--- config.mk ---
export PLATFORM = sky130hd
export DESIGN_NAME = clk_div_multi
export DESIGN_NICKNAME = d
export VERILOG_FILES = /design/src/rtl/clk_div_pkg.sv /design/src/rtl/clk_div_chan.sv /design/src/rtl/clk_div_multi.sv
export SDC_FILE = /design/constraint.sdc
export NUM_CORES = 1
export LEC_CHECK = 0
export BUFFER_PORTS_ARGS = -buffer_cell sky130_fd_sc_hd__buf_2
export CAP_MARGIN = 20
export CORE_ASPECT_RATIO = 0.5
export CORE_MARGIN = 2
export CORE_UTILIZATION = 35
export CTS_CLUSTER_DIAMETER = 60
export CTS_CLUSTER_SIZE = 28
export DETAILED_ROUTE_END_ITERATION = 10
export MAX_ROUTING_LAYER = met4
export SLEW_MARGIN = 20
export SYNTH_ARGS = -nofsm -noshare
export SYNTH_HDL_FRONTEND = slang
export SYNTH_HIERARCHICAL = 1
export SYNTH_SLANG_ARGS = --single-unit
export TNS_END_PERCENT = 1
--- constraint.sdc ---
create_clock -name clk_in -period 2.3 [get_ports clk_in]
set_input_delay 0.345 -clock clk_in [delete_from_list [all_inputs] [get_ports clk_in]]
set_output_delay 0.345 -clock clk_in [all_outputs]
set_load 0.01 [all_outputs]
--- src/rtl/clk_div_pkg.sv ---
// Shared constants, config record and channel state type for the multi-channel clock divider.
package clk_div_pkg;

  localparam int unsigned CNT_W      = 8;
  localparam int unsigned CH_IDX_W   = 4;
  localparam int unsigned DEF_PERIOD = 5;
  localparam int unsigned DEF_HIGH   = 2;

  typedef struct packed {
    logic [CNT_W-1:0] period;
    logic [CNT_W-1:0] high;
  } cfg_t;

  typedef enum logic {StIdle, StRun} chan_st_e;

endpackage

--- src/rtl/clk_div_chan.sv ---
// One divider channel: shadow/active config, period counter, IDLE/RUN state, registered outputs.
module clk_div_chan
  import clk_div_pkg::*;
#(
  parameter cfg_t DefCfg = '{period: CNT_W'(DEF_PERIOD), high: CNT_W'(DEF_HIGH)}
) (
  input  logic clk_in,
  input  logic rst,
  input  logic en,
  input  logic wr_en,
  input  cfg_t wr_cfg,
  output logic clk_out,
  output logic tick,
  output logic pending
);

  chan_st_e         state_q, state_d;
  cfg_t             shadow_q, shadow_d;
  cfg_t             active_q, active_d;
  logic             pending_q, pending_d;
  logic [CNT_W-1:0] cnt_q, cnt_d;
  logic             clk_out_q, clk_out_d;
  logic             tick_q, tick_d;

  cfg_t             next_cfg;
  logic [CNT_W-1:0] cnt_inc;

  always_ff @(posedge clk_in) begin
    if (rst) begin
      state_q <= StIdle;
    end else begin
      state_q <= state_d;
    end
  end

  always_comb begin
    state_d = state_q;
    unique case (state_q)
      StIdle:  if (en)  state_d = StRun;
      StRun:   if (!en) state_d = StIdle;
      default: state_d = StIdle;
    endcase
  end

  always_comb begin
    shadow_d  = shadow_q;
    active_d  = active_q;
    pending_d = pending_q;
    cnt_d     = '0;
    clk_out_d = 1'b0;
    tick_d    = 1'b0;
    cnt_inc   = cnt_q + CNT_W'(1);
    next_cfg  = pending_q ? shadow_q : active_q;
    unique case (state_q)
      StIdle: begin
        // While idle the shadow is applied every cycle, so a start always uses fresh config.
        active_d  = shadow_q;
        pending_d = 1'b0;
        if (en) begin
          tick_d    = 1'b1;
          clk_out_d = (shadow_q.high != '0);
        end
      end
      StRun: begin
        if (en) begin
          if (cnt_q == active_q.period) begin
            active_d  = next_cfg;
            pending_d = 1'b0;
            tick_d    = 1'b1;
            clk_out_d = (next_cfg.high != '0);
          end else begin
            cnt_d     = cnt_inc;
            clk_out_d = (cnt_inc < active_q.high);
          end
        end
      end
      default: ;
    endcase
    // A write coinciding with a wrap lands after the old shadow was consumed.
    if (wr_en) begin
      shadow_d  = wr_cfg;
      pending_d = 1'b1;
    end
  end

  always_ff @(posedge clk_in) begin
    if (rst) begin
      shadow_q  <= DefCfg;
      active_q  <= DefCfg;
      pending_q <= 1'b0;
      cnt_q     <= '0;
      clk_out_q <= 1'b0;
      tick_q    <= 1'b0;
    end else begin
      shadow_q  <= shadow_d;
      active_q  <= active_d;
      pending_q <= pending_d;
      cnt_q     <= cnt_d;
      clk_out_q <= clk_out_d;
      tick_q    <= tick_d;
    end
  end

  assign clk_out = clk_out_q;
  assign tick    = tick_q;
  assign pending = pending_q;

endmodule

--- src/rtl/clk_div_multi.sv ---
// Multi-channel programmable clock divider: write decode, invalid-channel flag, channel array.
module clk_div_multi
  import clk_div_pkg::*;
#(
  parameter int unsigned NUM_CH     = 4,
  parameter int unsigned CNT_W      = clk_div_pkg::CNT_W,
  parameter int unsigned DEF_PERIOD = clk_div_pkg::DEF_PERIOD,
  parameter int unsigned DEF_HIGH   = clk_div_pkg::DEF_HIGH
) (
  input  logic                clk_in,
  input  logic                rst,
  input  logic [NUM_CH-1:0]   ch_en,
  input  logic                cfg_we,
  input  logic [CH_IDX_W-1:0] cfg_ch,
  input  logic [CNT_W-1:0]    cfg_period,
  input  logic [CNT_W-1:0]    cfg_high,
  output logic [NUM_CH-1:0]   clk_out,
  output logic [NUM_CH-1:0]   tick,
  output logic [NUM_CH-1:0]   cfg_pending,
  output logic                cfg_err
);

  localparam cfg_t DefCfg = '{period: CNT_W'(DEF_PERIOD), high: CNT_W'(DEF_HIGH)};

  cfg_t wr_cfg;
  logic cfg_err_q, cfg_err_d;

  assign wr_cfg = '{period: cfg_period, high: cfg_high};

  always_comb begin
    cfg_err_d = cfg_we && (32'(cfg_ch) >= NUM_CH);
  end

  always_ff @(posedge clk_in) begin
    if (rst) begin
      cfg_err_q <= 1'b0;
    end else begin
      cfg_err_q <= cfg_err_d;
    end
  end

  assign cfg_err = cfg_err_q;

  for (genvar i = 0; i < NUM_CH; i++) begin : g_ch
    clk_div_chan #(
      .DefCfg(DefCfg)
    ) u_chan (
      .clk_in  (clk_in),
      .rst     (rst),
      .en      (ch_en[i]),
      .wr_en   (cfg_we && (cfg_ch == CH_IDX_W'(i))),
      .wr_cfg  (wr_cfg),
      .clk_out (clk_out[i]),
      .tick    (tick[i]),
      .pending (cfg_pending[i])
    );
  end

endmodule

==> impl_metrics.tcl, run 1 <==
set metrics [dict create \
    synth_common_cells "dfxtp_1, nor2_1, mux2i_1" \
    min_path_cells 2 \
    cp-end-kind "flop" \
    utilization_pct 41.3 \
    worstPathRequired_ns 2.65 \
    rsz0062_at_grt "yes" \
    ant_nets 0 \
    switching_power_uw 1530 \
    dp_hpwl_um 13100 \
    p_comb_share_pct 5.3 \
    yosys_warnings 6 \
    setup_viol 0 \
    instances_no_fill 1226 \
    hold_class "primary input to flop" \
    max_freq_mhz 466 \
    synth_area_leaders "dfxtp_1, mux2i_1, nor2_1" \
    max_cap_viol_count 0 \
    final_nets 965 \
    synthFlopType "dfxtp_1" \
    synth_edf_count 0 \
    diodes 0 \
    finalWorstSetupSlack_ns 0.153 \
    ir_drop_v 0.000464 \
    worst_pin_slew_ns 0.801 \
    core_area_um2 23100 \
    fp.dieW_um 223 \
    period_share_pct 93.3 \
    grt_max_degree 74 \
    insertion_delay_ns 0.43 \
    io_buffers 39 \
    rows 39 \
    swShare_pct 23.1 \
    syn_area_um2 8370 \
    period_needed_ns 2.15 \
    syn_avg_cell_area_um2 9.66 \
    dpl_cell_area_um2 8910 \
    viasPerCell 4.94 \
    dp.cells 1194 \
    power_density_nw_per_um2 691 \
    clock_path_buffers 2 \
    regToRegEndpoint "g_ch[2].u_chan/clk_out" \
    rr_startpoint "g_ch[2].u_chan/cnt_q[1]" \
    drive_gt1_share_pct 15.1 \
    die_height_um 113 \
    final-max-slew-violation-count 0 \
    p_seq_share_pct 47.6 \
    start_util_pct 36.2 \
    r2r_cells 9 \
    drt_iter0_markers 338 \
    globalRouteOverflowTotal 0 \
    netlist.area_leader.share_pct 42.3 \
    cp-startpoint "g_ch[2].u_chan/cnt_q[1]" \
    p_clk_share_pct 47.2 \
    num_io_pins 40 \
    ys_ff_latch 177 \
    clkSinkCount 177 \
    cts_buffers 17 \
    clk_pin_slew_ns 0.07 \
    finalSetupTns_ns 0 \
    grt_usage_pct 16.0 \
    endpoint "g_ch[2].u_chan/clk_out" \
    hold_buffers 0 \
    synth_top_area_cell "dfxtp_1" \
    routed_wl_um 19000 \
    grt_pass1_vias 5896 \
    slew_headroom_pct 46.5 \
    worst_clock_skew_ns 0.00975 \
    status "finished clean" \
    fin_area_um2 9560 \
    critPathKind "flop to flop" \
    p_leak_uw 0.00396 \
    cts_max_level 4 \
    async_reset_ff_share_pct 0 \
    synth.net_count 926 \
    intPower_uw 5080 \
    gp_congestion 0.825 \
    drc 0 \
    seq_area_frac_synth_pct 42.3 \
    hold_viol_final 0 \
    arrival_ns 2.50 \
    place_ws_ns 0.143 \
    vias 6058 \
    antenna_found_initial 0 \
    avgRoutedWirePerCell_um 15.5 \
    start_kind "flop" \
    synthToLayoutAreaGrowth_pct 14.1 \
    synth.distinct_cells 55 \
    r2r_slack_ns 0.15 \
    cts_tree "built" \
    fp.dieArea_um2 25300 \
    cp_max_fo 3 \
    cts_root_buf "clkbuf_16" \
    fillerInstances 2258 \
    grt_pass1_wl_um 31000 \
    dr.pass1.iters 5 \
    yosysMostFrequentCell "dfxtp_1" \
    syn_inst 867 \
]
## state kept, by name, summed over array words and instances (netlist names)
signal,count
g_ch.u_chan/clk_out,4
g_ch.u_chan/tick,4
g_ch.u_chan/state_q,4
g_ch.u_chan/active_q,64
g_ch.u_chan/pending,4
g_ch.u_chan/cnt_q,32
cfg_err,1
g_ch.u_chan/shadow_q,64
## per-stage QoR
stage	total power, uW	hold WS [ns]
after floorplan	3430	0.415
after global placement	3560	0.454
after detailed placement	3560	0.471
after CTS	6680	0.164
after global routing	6840	0.165
final	6610	0.178
## per-layer routing
layer	global-route usage [%]	share of wire (%)
met5	-	0
met4	4.34	1.0
met3	3.45	3.2
met2	25.0	45
met1	21.1	51
## cell families after synthesis
group                    count (synthesis)  synth area share [%]
XOR/XNOR                                56                  6.48
flip-flops                             177                  42.3
AND/OR/NAND/NOR                        317                  19.7
buffers and inverters                   90                  5.51
multiplexers                           104                  12.4
adder cells (fa/ha/maj)                 32                  4.78
AO/OA/AOI/OAI                           91                  8.80
## power by group through the flow
stage / Combinational [uW] / Clock (uW) / Sequential, uW
2_1_floorplan: 229 / 0 / 3200
3_3_place_gp: 345 / 0 / 3210
3_5_place_dp: 349 / 0 / 3210
4_1_cts: 350 / 3190 / 3140
5_1_grt: 380 / 3320 / 3150
6_report: 348 / 3120 / 3140
## how the worst min path moves through the flow
stage	slack, ns	from	to
after floorplan	0.41	rst	cfg_err
after global routing	0.17	ch_en[2]	g_ch[2].u_chan/pending
after global placement	0.45	g_ch[0].u_chan/shadow_q[10]	g_ch[0].u_chan/shadow_q[10]
after detailed placement	0.47	g_ch[3].u_chan/shadow_q[8]	g_ch[3].u_chan/shadow_q[8]
after CTS	0.16	ch_en[2]	g_ch[2].u_chan/pending
final	0.18	ch_en[2]	g_ch[2].u_chan/pending
## what timing repair did
action	4_1_cts	5_1_grt
setup endpoints to repair	0	3
buffers inserted	0	0
resized for setup	0	7
## placed cells by master (no fill, tap or decap), types with 5 or more instances in the layout
cell type	netlist	layout
nor4_1	12	12
xor2_1	28	28
o211ai_1	12	12
nor2b_1	39	39
a21oi_1	9	9
dfxtp_1	177	175
mux2i_1	104	104
a21boi_0	5	5
nand3_1	26	26
clkbuf_16	0	17
inv_1	48	48
o311ai_1	7	7
nor3_1	7	6
xnor2_2	7	7
a21o_1	7	7
buf_4	0	20
nand3_2	10	10
o311ai_2	9	9
and3_1	19	19
xnor2_1	21	21
nand4_1	5	5
ha_1	32	31
buf_2	10	38
nand2_1	53	53
nor2_1	125	125
o21ai_0	20	19
and4_1	5	5
## area by class of cell
cell class	count	area [um2]	area share, %
clock buffer	17	425	4.45
sequential	177	3550	37.1
timing repair buffer	62	420	4.40
tap	307	384	4.02
inverter	48	180	1.89
multi-input combinational	600	4400	46.0
clock inverter	15	206	2.16
## worst max-delay path, cell delays in order (launching register included)
cell and delay (ns):
dfxtp_1 0.36, ha_2 0.21, nand2_1 0.05, nor2_1 0.11
xor2_1 0.22, ha_1 0.27, and3_1 0.21, a221oi_2 0.26
o21ai_1 0.12, a311oi_2 0.26
No activity file was read; power rests on OpenSTA's default activity.
==> inputs of run 2 (changes only) <==
Settings changed: RECOVER_POWER set to 50.
==> impl_metrics.tcl, run 2 (same netlist as run 1, synthesis figures left out) <==
set metrics [dict create \
    viasPerCell 4.97 \
    worst_clock_skew_ns 0.0118 \
    cpPeakStageDelay_ns 0.36 \
    grt_max_degree 74 \
    layout_common_cells "dfxtp_1, nor2_1, mux2i_1" \
    p_leak_uw 0.00386 \
    grt_pass1_wl_um 31000 \
    max_freq_mhz 466 \
    final_common_cell "dfxtp_1" \
    avgRoutedWirePerCell_um 15.5 \
    final_nets 965 \
    grt_pass1_vias 5896 \
    post_cts_buffers 0 \
    grt_usage_pct 16.0 \
    max_cap_viol_count 0 \
    insertion_delay_ns 0.43 \
    drt_iter0_markers 377 \
    hold_class "primary input to flop" \
    setup_viol 0 \
    dr.pass1.iters 5 \
    path_buf_inv 0 \
    cts_root_buf "clkbuf_16" \
    finalSetupTns_ns 0 \
    dp_hpwl_um 13100 \
    slowest_stage "dfxtp_1" \
    fillerInstances 2280 \
    crit_chain "ha_2, nand2_1, nor2_1, xor2_1, ha_1, and3_1, a221oi_2, o21ai_1, a311oi_2" \
    final-max-slew-violation-count 0 \
    worst_pin_slew_ns 1.40 \
    die_height_um 113 \
    clkSinkCount 177 \
    fp.dieArea_um2 25300 \
    cts_buffers 17 \
    status "finished clean" \
    dp.cells 1194 \
    start_kind "flop" \
    period_share_pct 93.3 \
    worstPathRequired_ns 2.65 \
    slew_headroom_pct 6.84 \
    diodes 0 \
    routed_wl_um 19000 \
    clock_path_buffers 2 \
    num_io_pins 40 \
    critPathKind "flop to flop" \
    ant_nets 0 \
    drc 0 \
    synthToLayoutAreaGrowth_pct 12.9 \
    cp_top_family "compound AO/OA/AOI/OAI gates" \
    drive_gt1_share_pct 12.4 \
    hold_viol_final 0 \
    fp.dieW_um 223 \
    io_buffers 39 \
    clk_pin_slew_ns 0.07 \
    instances_no_fill 1226 \
    start_util_pct 36.2 \
    fin_area_um2 9460 \
    core_area_um2 23100 \
    rows 39 \
    vias 6091 \
    arrival_ns 2.50 \
    reg_top3 "g_ch.u_chan/active_q x64, g_ch.u_chan/shadow_q x64, g_ch.u_chan/cnt_q x32" \
    utilization_pct 40.9 \
    cp-end-kind "flop" \
    rsz0062_at_grt "yes" \
    antenna_found_initial 0 \
    ir_drop_v 0.000464 \
    power_density_nw_per_um2 697 \
    cts_tree "built" \
    cts_max_level 4 \
    cp_max_fo 3 \
    dpl_cell_area_um2 8910 \
    globalRouteOverflowTotal 0 \
    gp_congestion 0.825 \
    period_needed_ns 2.15 \
]
## run 2: metal layers
metal	global-route usage (%)	share of wire [%]	vias to the layer above
met2	25.0	45	93
met5	-	0	-
met1	21.1	50	2900
met3	3.45	3.4	20
met4	4.34	1.2	0
li1	-	-	3078
## run 2: final timing paths
path / slack, ns / cells after the start / to / startpoint
setup / recovery: 0.15 / 9 / g_ch[2].u_chan/clk_out / g_ch[2].u_chan/cnt_q[1]
hold / removal: 0.18 / 2 / g_ch[2].u_chan/pending / ch_en[2]
setup reg to reg: 0.15 / 9 / g_ch[2].u_chan/clk_out / g_ch[2].u_chan/cnt_q[1]
hold reg to reg: 0.48 / 2 / g_ch[2].u_chan/shadow_q[10] / g_ch[2].u_chan/shadow_q[10]
## run 2: timing repair
action,CTS,global route
setup endpoints to repair,0,3
resized for setup,0,7
hold buffers,0,0
## run 2: layout make-up
class	instances	area [um2]	area share [%]
tap	307	384	4.06
inverter	48	180	1.91
timing repair buffer	62	374	3.96
sequential	177	3550	37.5
clock inverter	15	206	2.18
clock buffer	17	425	4.50
multi-input combinational	600	4340	45.9
## run 2: metrics by stage
step | hold slack (ns) | setup slack, ns | total power [uW]
floorplan | 0.415 | 0.187 | 3430
global placement | 0.454 | 0.168 | 3560
detailed placement | 0.471 | 0.143 | 3560
CTS | 0.164 | 0.119 | 6680
global route | 0.165 | 0.00105 | 6830
finish | 0.179 | 0.153 | 6590
## run 2: where the power goes
part	internal [uW]	leakage, uW	total, uW	switching, uW
combinational	126	0.00213	335	209
sequential	3110	0.00143	3140	35.4
clock	1840	0.000299	3120	1280
==> inputs of run 3 (changes only) <==
Settings changed: CORE_UTILIZATION 35 to 45.
==> impl_metrics.tcl, run 3 (same netlist as run 1, synthesis figures left out) <==
set metrics [dict create \
    worst_clock_skew_ns 0.0117 \
    setup_viol 0 \
    final_nets 962 \
    drc 0 \
    final-max-slew-violation-count 0 \
    routed_wl_um 18900 \
    dpl_cell_area_um2 8760 \
    wl_met3_um 423 \
    max_freq_mhz 458 \
    final_common_cell "dfxtp_1" \
    start_util_pct 45.7 \
    slew_headroom_pct 9.61 \
    rows 35 \
    grt_pass1_vias 5668 \
    hold_viol_final 0 \
    avgRoutedWirePerCell_um 16.4 \
    period_needed_ns 2.18 \
    globalRouteOverflowTotal 0 \
    fin_area_um2 9300 \
    power_uw 6350 \
    grt_max_degree 69 \
    start_kind "flop" \
    cp_max_fo 17 \
    clk_pin_slew_ns 0.07 \
    hold_class "primary input to flop" \
    max_cap_viol_count 0 \
    fp.dieArea_um2 19800 \
    synthToLayoutAreaGrowth_pct 11.0 \
    arrival_ns 2.45 \
    clkSinkCount 177 \
    cts_tree "built" \
    period_share_pct 94.9 \
    cts_buffers 17 \
    drt_iter0_markers 351 \
    ir_drop_v 0.000430 \
    core_area_um2 18300 \
    top_layer_used "met4" \
    viasPerCell 5.21 \
    ant_nets 0 \
    met2_length_um 7730 \
    cp-end-kind "flop" \
    status "finished clean" \
    cts_root_buf "clkbuf_16" \
    place_ws_ns -0.0170 \
    antenna_found_initial 0 \
    reg_top3 "g_ch.u_chan/active_q x64, g_ch.u_chan/shadow_q x64, g_ch.u_chan/cnt_q x32" \
    gp_congestion 0.849 \
    dp_hpwl_um 13100 \
    hold_buffers 0 \
    drt-met1-wl_um 10500 \
    worst_pin_slew_ns 1.36 \
    p_leak_uw 0.00384 \
    clock_path_buffers 2 \
    drive_gt1_share_pct 12.7 \
    dr.pass1.iters 5 \
    worstPathRequired_ns 2.56 \
    insertion_delay_ns 0.43 \
    vias 6016 \
    critPathKind "flop to flop" \
    rsz0062_at_grt "no" \
    finalWorstSetupSlack_ns 0.116 \
    hold_ws_ns 0.196 \
    layout_common_cells "dfxtp_1, nor2_1, mux2i_1" \
    grt_pass1_wl_um 31100 \
    die_height_um 100 \
    finalSetupTns_ns 0 \
    diodes 0 \
    cts_max_level 4 \
    num_io_pins 40 \
    grt_usage_pct 20.8 \
    io_buffers 39 \
    power_density_nw_per_um2 683 \
    fp.dieW_um 197 \
]
run 3: cell count changes in the layout (fill, tap and decap cells not counted), moves of 3 or more:
cell	before	now
buf_12	4	0
buf_4	11	16
bufinv_16	4	0
clkbuf_1	19	16
clkinv_4	0	3
clkinv_8	0	4
clkinvlp_4	4	0
inv_8	1	4
run 3: worst paths after layout:
kind                                             startpoint                          end  slack [ns]  cells past startpoint
worst max-delay path                g_ch[0].u_chan/cnt_q[0]   g_ch[0].u_chan/active_q[3]        0.12                      6
worst min-delay path                               ch_en[2]       g_ch[2].u_chan/pending        0.20                      2
worst max register to register      g_ch[0].u_chan/cnt_q[0]   g_ch[0].u_chan/active_q[3]        0.12                      6
worst min register to register  g_ch[3].u_chan/shadow_q[10]  g_ch[3].u_chan/shadow_q[10]        0.48                      2
run 3: timing repair:
item	CTS	global route
setup endpoints to repair	1	2
resized for setup	2	8
setup buffers	0	0
pin swaps	0	3
run 3: worst max-delay path, stage by stage, from the launching register on:
cell     delay (ns)
dfxtp_1        0.44
xor2_1         0.10
nor4_1         0.62
a41o_1         0.27
buf_4          0.29
mux2i_1        0.23
nor2_1         0.06
run 3: layout make-up:
cell class | count | area (um2)
Clock inverter | 14 | 163
Multi-Input combinational cell | 600 | 4370
Timing Repair Buffer | 59 | 315
Clock buffer | 17 | 425
Fill cell | 1722 | 9010
Inverter | 48 | 180
Tap cell | 240 | 300
Sequential cell | 177 | 3550
run 3: power breakdown:
part           switching, uW  total, uW  internal, uW
logic                    209        328           120
clock network           1420       2880          1460
registers               32.9       3140          3100
total                   1660       6350          4680
run 3: through the flow:
stage / util [%] / std cells
2_1_floorplan: - / 867
6_report: 50.8 / 1155
3_5_place_dp: 47.9 / 1124
5_1_grt: 50.8 / 1155
3_3_place_gp: 47.9 / 1124
4_1_cts: 51.1 / 1155
run 3: per-layer routing:
layer	global-route usage, %	up-vias
li1	-	3076
met1	30.9	2844
met2	28.8	76
met3	3.55	20
met4	5.55	0
met5	-	-
